--- config.mk ---
export PLATFORM = sky130hd
export DESIGN_NAME = decode_pipeline
export DESIGN_NICKNAME = d
export VERILOG_FILES = /design/src/rtl/decode_pipeline.sv
export SDC_FILE = /design/constraint.sdc
export NUM_CORES = 2
export LEC_CHECK = 0
export CAP_MARGIN = 25
export CORE_MARGIN = 4
export CORE_UTILIZATION = 45
export DETAILED_ROUTE_END_ITERATION = 10
export GPL_ROUTABILITY_DRIVEN = 0
export SLEW_MARGIN = 20
export SYNTH_ARGS = -nofsm -noshare
export SYNTH_HDL_FRONTEND = slang
export SYNTH_SLANG_ARGS = --single-unit
--- constraint.sdc ---
create_clock -name clk -period 2.1 [get_ports clk]
set_input_delay 0.315 -clock clk [delete_from_list [all_inputs] [get_ports clk]]
set_output_delay 0.315 -clock clk [all_outputs]
set_load 0.02 [all_outputs]
--- src/rtl/decode_pipeline.sv ---
// ---------------------------------------------------------------------------
// decode_pipeline
//   Decode stage of the 5-stage RV32I core. Decodes the instruction held in
//   IF/ID, reads the 32x32 register file (written back from the WB stage)
//   and registers the result into the ID/EX bundle consumed by execute.
//
// Ports
//   clk, rst                 rising-edge clock, asynchronous active-low reset
//   Instr_D, PC_D, PCPlusD   IF/ID contents (word-addressed PC, PC+1)
//   stall_d                  hold ID/EX contents this cycle
//   flush_e                  load a bubble (controls cleared) into ID/EX
//   RegWriteW, RDW, ResultW  register-file write port from write-back
//   RD1_E, RD2_E             rs1/rs2 operand values
//   Imm_Ext_E                sign-extended immediate
//   PC_E, PCPlus_E           PC_D / PCPlusD passed through
//   RS1_E, RS2_E, RD_E       register indices
//   RegWrite_E .. Jump_E     single-bit controls
//   ResultSrc_E              00 ALU, 01 memory, 10 PC+1
//   ALUControl_E             000 add, 001 sub, 010 and, 011 or, 101 slt
//   Illegal_E                instruction outside the supported subset
// ---------------------------------------------------------------------------
module decode_pipeline #(
   parameter int XLEN  = 32,
   parameter int NREGS = 32
) (
   input  logic            clk,
   input  logic            rst,
   input  logic [XLEN-1:0] Instr_D,
   input  logic [XLEN-1:0] PC_D,
   input  logic [XLEN-1:0] PCPlusD,
   input  logic            stall_d,
   input  logic            flush_e,
   input  logic            RegWriteW,
   input  logic [4:0]      RDW,
   input  logic [XLEN-1:0] ResultW,
   output logic [XLEN-1:0] RD1_E,
   output logic [XLEN-1:0] RD2_E,
   output logic [XLEN-1:0] Imm_Ext_E,
   output logic [XLEN-1:0] PC_E,
   output logic [XLEN-1:0] PCPlus_E,
   output logic [4:0]      RS1_E,
   output logic [4:0]      RS2_E,
   output logic [4:0]      RD_E,
   output logic            RegWrite_E,
   output logic            MemWrite_E,
   output logic            ALUSrc_E,
   output logic            Branch_E,
   output logic            Jump_E,
   output logic [1:0]      ResultSrc_E,
   output logic [2:0]      ALUControl_E,
   output logic            Illegal_E
);

   localparam logic [6:0] OP_R    = 7'b0110011;
   localparam logic [6:0] OP_I    = 7'b0010011;
   localparam logic [6:0] OP_LW   = 7'b0000011;
   localparam logic [6:0] OP_SW   = 7'b0100011;
   localparam logic [6:0] OP_BEQ  = 7'b1100011;
   localparam logic [6:0] OP_JAL  = 7'b1101111;

   localparam logic [2:0] ALU_ADD = 3'b000;
   localparam logic [2:0] ALU_SUB = 3'b001;
   localparam logic [2:0] ALU_AND = 3'b010;
   localparam logic [2:0] ALU_OR  = 3'b011;
   localparam logic [2:0] ALU_SLT = 3'b101;

   logic [6:0]      opcode;
   logic [2:0]      funct3;
   logic            funct7_b5;
   logic [4:0]      rs1;
   logic [4:0]      rs2;
   logic [4:0]      rd;

   logic [XLEN-1:0] regs [NREGS];
   logic [XLEN-1:0] rd1;
   logic [XLEN-1:0] rd2;

   logic            dec_regw;
   logic            dec_memw;
   logic            dec_alusrc;
   logic            dec_br;
   logic            dec_jmp;
   logic [1:0]      dec_ressrc;
   logic [2:0]      dec_alu;
   logic            dec_ill;
   logic [XLEN-1:0] dec_imm;
   logic [3:0]      alu_fn;

   assign opcode    = Instr_D[6:0];
   assign funct3    = Instr_D[14:12];
   assign funct7_b5 = Instr_D[30];
   assign rs1       = Instr_D[19:15];
   assign rs2       = Instr_D[24:20];
   assign rd        = Instr_D[11:7];

   // ALU decode shared by R- and I-type; returns {illegal, alu control}.
   // sub_sel is only ever true for R-type, so addi never turns into sub.
   function automatic logic [3:0] alu_decode(input logic [2:0] f3,
                                             input logic       sub_sel);
      logic [3:0] res;
      case (f3)
         3'b000:  res = {1'b0, (sub_sel ? ALU_SUB : ALU_ADD)};
         3'b010:  res = {1'b0, ALU_SLT};
         3'b110:  res = {1'b0, ALU_OR};
         3'b111:  res = {1'b0, ALU_AND};
         default: res = {1'b1, ALU_ADD};
      endcase
      return res;
   endfunction

   // Register file write port. x0 is never written, so it stays zero.
   always_ff @(posedge clk or negedge rst) begin
      if (!rst) begin
         for (int i = 0; i < NREGS; i++) begin
            regs[i] <= '0;
         end
      end else if (RegWriteW && (RDW != 5'd0)) begin
         regs[RDW] <= ResultW;
      end
   end

   // Write-through read: a same-edge write-back wins over the stored value.
   always_comb begin
      rd1 = '0;
      rd2 = '0;
      if (rs1 != 5'd0) begin
         rd1 = (RegWriteW && (RDW == rs1)) ? ResultW : regs[rs1];
      end
      if (rs2 != 5'd0) begin
         rd2 = (RegWriteW && (RDW == rs2)) ? ResultW : regs[rs2];
      end
   end

   // Main decoder. Anything illegal (bad opcode or bad funct3) is turned
   // into a bubble so it cannot write state further down the pipe.
   always_comb begin
      dec_regw   = 1'b0;
      dec_memw   = 1'b0;
      dec_alusrc = 1'b0;
      dec_br     = 1'b0;
      dec_jmp    = 1'b0;
      dec_ressrc = 2'b00;
      dec_alu    = ALU_ADD;
      dec_ill    = 1'b0;
      dec_imm    = '0;
      alu_fn     = '0;
      case (opcode)
         OP_R: begin
            alu_fn   = alu_decode(funct3, funct7_b5);
            dec_regw = 1'b1;
            dec_alu  = alu_fn[2:0];
            dec_ill  = alu_fn[3];
         end
         OP_I: begin
            alu_fn     = alu_decode(funct3, 1'b0);
            dec_regw   = 1'b1;
            dec_alusrc = 1'b1;
            dec_alu    = alu_fn[2:0];
            dec_ill    = alu_fn[3];
            dec_imm    = {{20{Instr_D[31]}}, Instr_D[31:20]};
         end
         OP_LW: begin
            dec_regw   = 1'b1;
            dec_alusrc = 1'b1;
            dec_ressrc = 2'b01;
            dec_imm    = {{20{Instr_D[31]}}, Instr_D[31:20]};
         end
         OP_SW: begin
            dec_memw   = 1'b1;
            dec_alusrc = 1'b1;
            dec_imm    = {{20{Instr_D[31]}}, Instr_D[31:25], Instr_D[11:7]};
         end
         OP_BEQ: begin
            dec_br  = 1'b1;
            dec_alu = ALU_SUB;
            dec_imm = {{19{Instr_D[31]}}, Instr_D[31], Instr_D[7],
                       Instr_D[30:25], Instr_D[11:8], 1'b0};
         end
         OP_JAL: begin
            dec_regw   = 1'b1;
            dec_jmp    = 1'b1;
            dec_ressrc = 2'b10;
            dec_imm    = {{11{Instr_D[31]}}, Instr_D[31], Instr_D[19:12],
                          Instr_D[20], Instr_D[30:21], 1'b0};
         end
         default: begin
            dec_ill = 1'b1;
         end
      endcase
      if (dec_ill) begin
         dec_regw   = 1'b0;
         dec_memw   = 1'b0;
         dec_alusrc = 1'b0;
         dec_br     = 1'b0;
         dec_jmp    = 1'b0;
         dec_ressrc = 2'b00;
         dec_alu    = ALU_ADD;
      end
   end

   // ID/EX register. Flush beats stall; a flush only has to neutralise the
   // controls, so the data fields load normally to keep their logic simple.
   always_ff @(posedge clk or negedge rst) begin
      if (!rst) begin
         RD1_E        <= '0;
         RD2_E        <= '0;
         Imm_Ext_E    <= '0;
         PC_E         <= '0;
         PCPlus_E     <= '0;
         RS1_E        <= '0;
         RS2_E        <= '0;
         RD_E         <= '0;
         RegWrite_E   <= 1'b0;
         MemWrite_E   <= 1'b0;
         ALUSrc_E     <= 1'b0;
         Branch_E     <= 1'b0;
         Jump_E       <= 1'b0;
         ResultSrc_E  <= 2'b00;
         ALUControl_E <= 3'b000;
         Illegal_E    <= 1'b0;
      end else begin
         if (flush_e || !stall_d) begin
            RD1_E     <= rd1;
            RD2_E     <= rd2;
            Imm_Ext_E <= dec_imm;
            PC_E      <= PC_D;
            PCPlus_E  <= PCPlusD;
            RS1_E     <= rs1;
            RS2_E     <= rs2;
            RD_E      <= rd;
         end
         if (flush_e) begin
            RegWrite_E   <= 1'b0;
            MemWrite_E   <= 1'b0;
            ALUSrc_E     <= 1'b0;
            Branch_E     <= 1'b0;
            Jump_E       <= 1'b0;
            ResultSrc_E  <= 2'b00;
            ALUControl_E <= 3'b000;
            Illegal_E    <= 1'b0;
         end else if (!stall_d) begin
            RegWrite_E   <= dec_regw;
            MemWrite_E   <= dec_memw;
            ALUSrc_E     <= dec_alusrc;
            Branch_E     <= dec_br;
            Jump_E       <= dec_jmp;
            ResultSrc_E  <= dec_ressrc;
            ALUControl_E <= dec_alu;
            Illegal_E    <= dec_ill;
         end
      end
   end

endmodule
==> metrics <==
status=completed; met3 Track Usage GR=0.0742; worst path bufs/invs=1; Final period util=0.967; crit start category=flop; maximum clock frequency=a little under 0.5 GHz; Crit. End Element=primary output; Mapped Nets=4,581; Detailed Routing Iterations Pass 1=8; chip height=378 um; Core Box Area=136,000 sq um; reg-to-reg startpoint=regs[522]; synth top area cells=dfrtp_1 49%, mux2_2 18%, mux4_2 14%; Static Leakage=34.1 nW; reg-to-reg critical path endpoint=RD2_E[10]; vias in the first global route=around 45,000; Internal=0.0495 W; largest net degree at the start of global routing=76; sw frac=0.280; CTS tree=done; Yosys top cell area share=0.487; met1 Use GR=0.412; CP arrival=1.72 ns; Synth Flop Type=dfrtp_1; initial antenna violation count=5; initial drt markers=3,842; critical path class=reg2out; Root Buffer=clkbuf_16; Clock power frac=0.351; full die area=around 140,000 sq um; P&R area growth vs syn=23.6%; register area=30,000 sq um; Routed WL=about 210,000 um; Combinational Power Share=0.205; ys async rst share=1.00; synthesized flop and latch total=1,198; post-synthesis cell area=61,500 sq um; slew margin rel.=0.605; total CTS buffers=around 140; final count of pins violating max slew=0; Inst Count DP=6,623; delay-heaviest family, CP=buffers and inverters; Yosys warnings=0; row count=135; DR vias=between 40,000 and 50,000; final core occ=0.560; sequential share of power=0.444; DP HPWL=145,000 um; number of max-cap violations=0; GR Overflow Total=0; hold violation total from the final report=0; met2 usage=0.463; CP Max Fanout=2; Fill cells=11,166; clock sinks=1,198; die width=378 um; number of flops mapped to enable cells by yosys=0; worst min path class=in2async; sw power=0.0192 W; IO Port Bufs=between 300 and 400; post-DR wirelength/cell=31.1 um; share of cells above drive strength 1=0.437; Cell Chain, Critical Path=clkdlybuf4s50_1; DRC Markers=0; clk buf depth=3; H-tree levels=4; post-CTS setup buffers=0; clock latency at the later pin of the worst-skew pair=between 0.7 and 0.8 ns; Yosys top cell by area=dfrtp_1; skew final=0.0343 ns; Final TNS setup=0 ns; Synth cell types=57; Reg clk slew, reported paths=0.06 ns; Tmin final=2.03 ns; R2R Setup Slk=0.10 ns; GRT busiest layer=met2; # IOs=324; Max VDD drop=0.625 mV; first-pass GRT wire length=around 310,000 um; Avg Synthesized Cell Area=13.8 sq um; Routed Antenna Nets=0; Tot GR Track Use=0.298; final setup fails=0; RSZ-0062 raised after global routing=false; Starting Density=0.454; Worst EP required=roughly 1.8 ns; post-synthesis cell count=about 4,400; worst slew pin tran=0.588 ns; Non-Filler Instances=6,869; Final Total Pwr=between 0.06 and 0.07 W; DR vias/cell=6.37; nets@finish=5,121; register area share after synthesis=0.487; power per cell area=around 900 nW/um^2; worst reg2reg path depth=6; Multi-input gate area=roughly 30,000 sq um; CP max stage delay=about 0.60 ns; worst-path cell with the longest stage delay=clkdlybuf4s50_1
-- power groups by stage --
| stage | Clock [W] | Combinational (W) | Sequential (W) |
|---|---|---|---|
| final | 0.0241 | 0.0141 | 0.0305 |
| after global routing | 0.0254 | 0.0151 | 0.0309 |
| after CTS | 0.0245 | 0.0141 | 0.0303 |
| after detailed placement | 0 | 0.0142 | 0.0307 |
| after global placement | 0 | 0.0140 | 0.0305 |
| after floorplan | 0 | 0.00913 | 0.0299 |
-- cells in the mapped netlist (26+ instances only) --
cell type  number
buf_2          89
o22ai_1        98
dfrtp_1      1198
a21oi_1        55
o21ai_1        26
a22o_1         74
mux2i_1       313
buf_1          69
mux4_2        374
nor4_1         32
mux2_2        985
buf_4          47
o21ai_0       100
a22oi_1        55
nor2_1         83
a221oi_1       64
a221o_1        32
nand2_1       269
clkbuf_1      269
a2111o_1       32
-- cell usage in the layout (no fill, tap or decap), types with 12 or more instances in the layout --
| cell type | Yosys | layout |
|---|---|---|
| o22ai_1 | 98 | 98 |
| nor3_1 | 13 | 12 |
| clkbuf_8 | 0 | 30 |
| clkbuf_1 | 269 | 34 |
| o21ai_1 | 26 | 25 |
| buf_12 | 0 | 195 |
| o221ai_1 | 12 | 12 |
| nand2_1 | 269 | 252 |
| clkdlybuf4s50_1 | 0 | 167 |
| a22oi_1 | 55 | 55 |
| nand2_2 | 0 | 13 |
| mux2i_1 | 313 | 313 |
| o211ai_1 | 24 | 24 |
| clkbuf_16 | 0 | 142 |
| nor2_1 | 83 | 65 |
| nor4_1 | 32 | 32 |
| a221o_1 | 32 | 32 |
| o21ai_0 | 100 | 100 |
| mux4_2 | 374 | 374 |
| a211oi_1 | 16 | 16 |
| buf_4 | 47 | 376 |
| mux2_2 | 985 | 985 |
| dlygate4sd2_1 | 0 | 144 |
| dfrtp_1 | 1198 | 1196 |
| a21oi_1 | 55 | 55 |
| nor2_4 | 0 | 18 |
| clkinv_2 | 0 | 20 |
| a221oi_1 | 64 | 64 |
| a2111o_1 | 32 | 32 |
| a22o_1 | 74 | 74 |
-- flip-flops by register name, summed over array words and instances (netlist names) --
signal and cells:
PCPlus_E 32, RD2_E 32, Jump_E 1, ResultSrc_E 1, ALUControl_E 3, RS2_E 5, RD_E 5, RS1_E 5
Imm_Ext_E 21, ALUSrc_E 1, RegWrite_E 1, Branch_E 1, MemWrite_E 1, PC_E 32, Illegal_E 1, regs 1024
RD1_E 32
-- through the flow --
step	setup slack (ns)	hold WS (ns)	area, sq um
global placement	-0.561	0.230	71700
CTS	0.000114	0.0132	76000
global route	0.00223	0.0621	76000
floorplan	0.000652	0.0194	61500
detailed placement	-0.518	0.232	71700
finish	0.0700	0.0670	76000
-- final cells by class --
class / count / share of cell area
multi-input combinational: 2746 / 0.388
clock inverter: 36 / 0.00517
timing repair buffer: 893 / 0.129
sequential: 1198 / 0.394
inverter: 6 / 0.000346
antenna: 3 / 0.0000987
clock buffer: 206 / 0.0539
tap: 1781 / 0.0293
-- cell families after synthesis --
group,share of synthesized area
muxes,0.369
AOI/OAI and AO/OA,0.0738
and+or+nand+nor,0.0307
xor gates and xnor gates,0.00142
DFF,0.487
buffers and inverters,0.0373
-- worst max path at each step --
stage	from	end	slack (ns)	depth (start not counted)
3_5_place_dp	RDW[2]	RD1_E[25]	-0.52	8
6_report	Imm_Ext_E[5]	Imm_Ext_E[5]	0.07	1
4_1_cts	Imm_Ext_E[7]	Imm_Ext_E[7]	0.0001	1
5_1_grt	PC_E[9]	PC_E[9]	0.002	1
3_3_place_gp	RDW[2]	RD1_E[24]	-0.56	8
2_1_floorplan	Instr_D[15]	RD1_E[14]	0.0007	7
-- timing repair --
action / CTS / global route
gates resized for setup: 146 / 2
hold endpoints to repair: 512 / 0
setup endpoints to repair: 144 / 2
cloned: 0 / 0
hold buffers: 1 / 0
-- per-layer routing --
metal / routed length [um] / part of all wire / up-vias
met5: 13 / 0.000061 / -
met2: 97200 / 0.46 / 2000
met3: 19300 / 0.090 / 403
met4: 7530 / 0.035 / 2
met1: 89300 / 0.42 / 23326
li1: - / - / 18045
No activity file was read; power rests on OpenSTA's default activity.
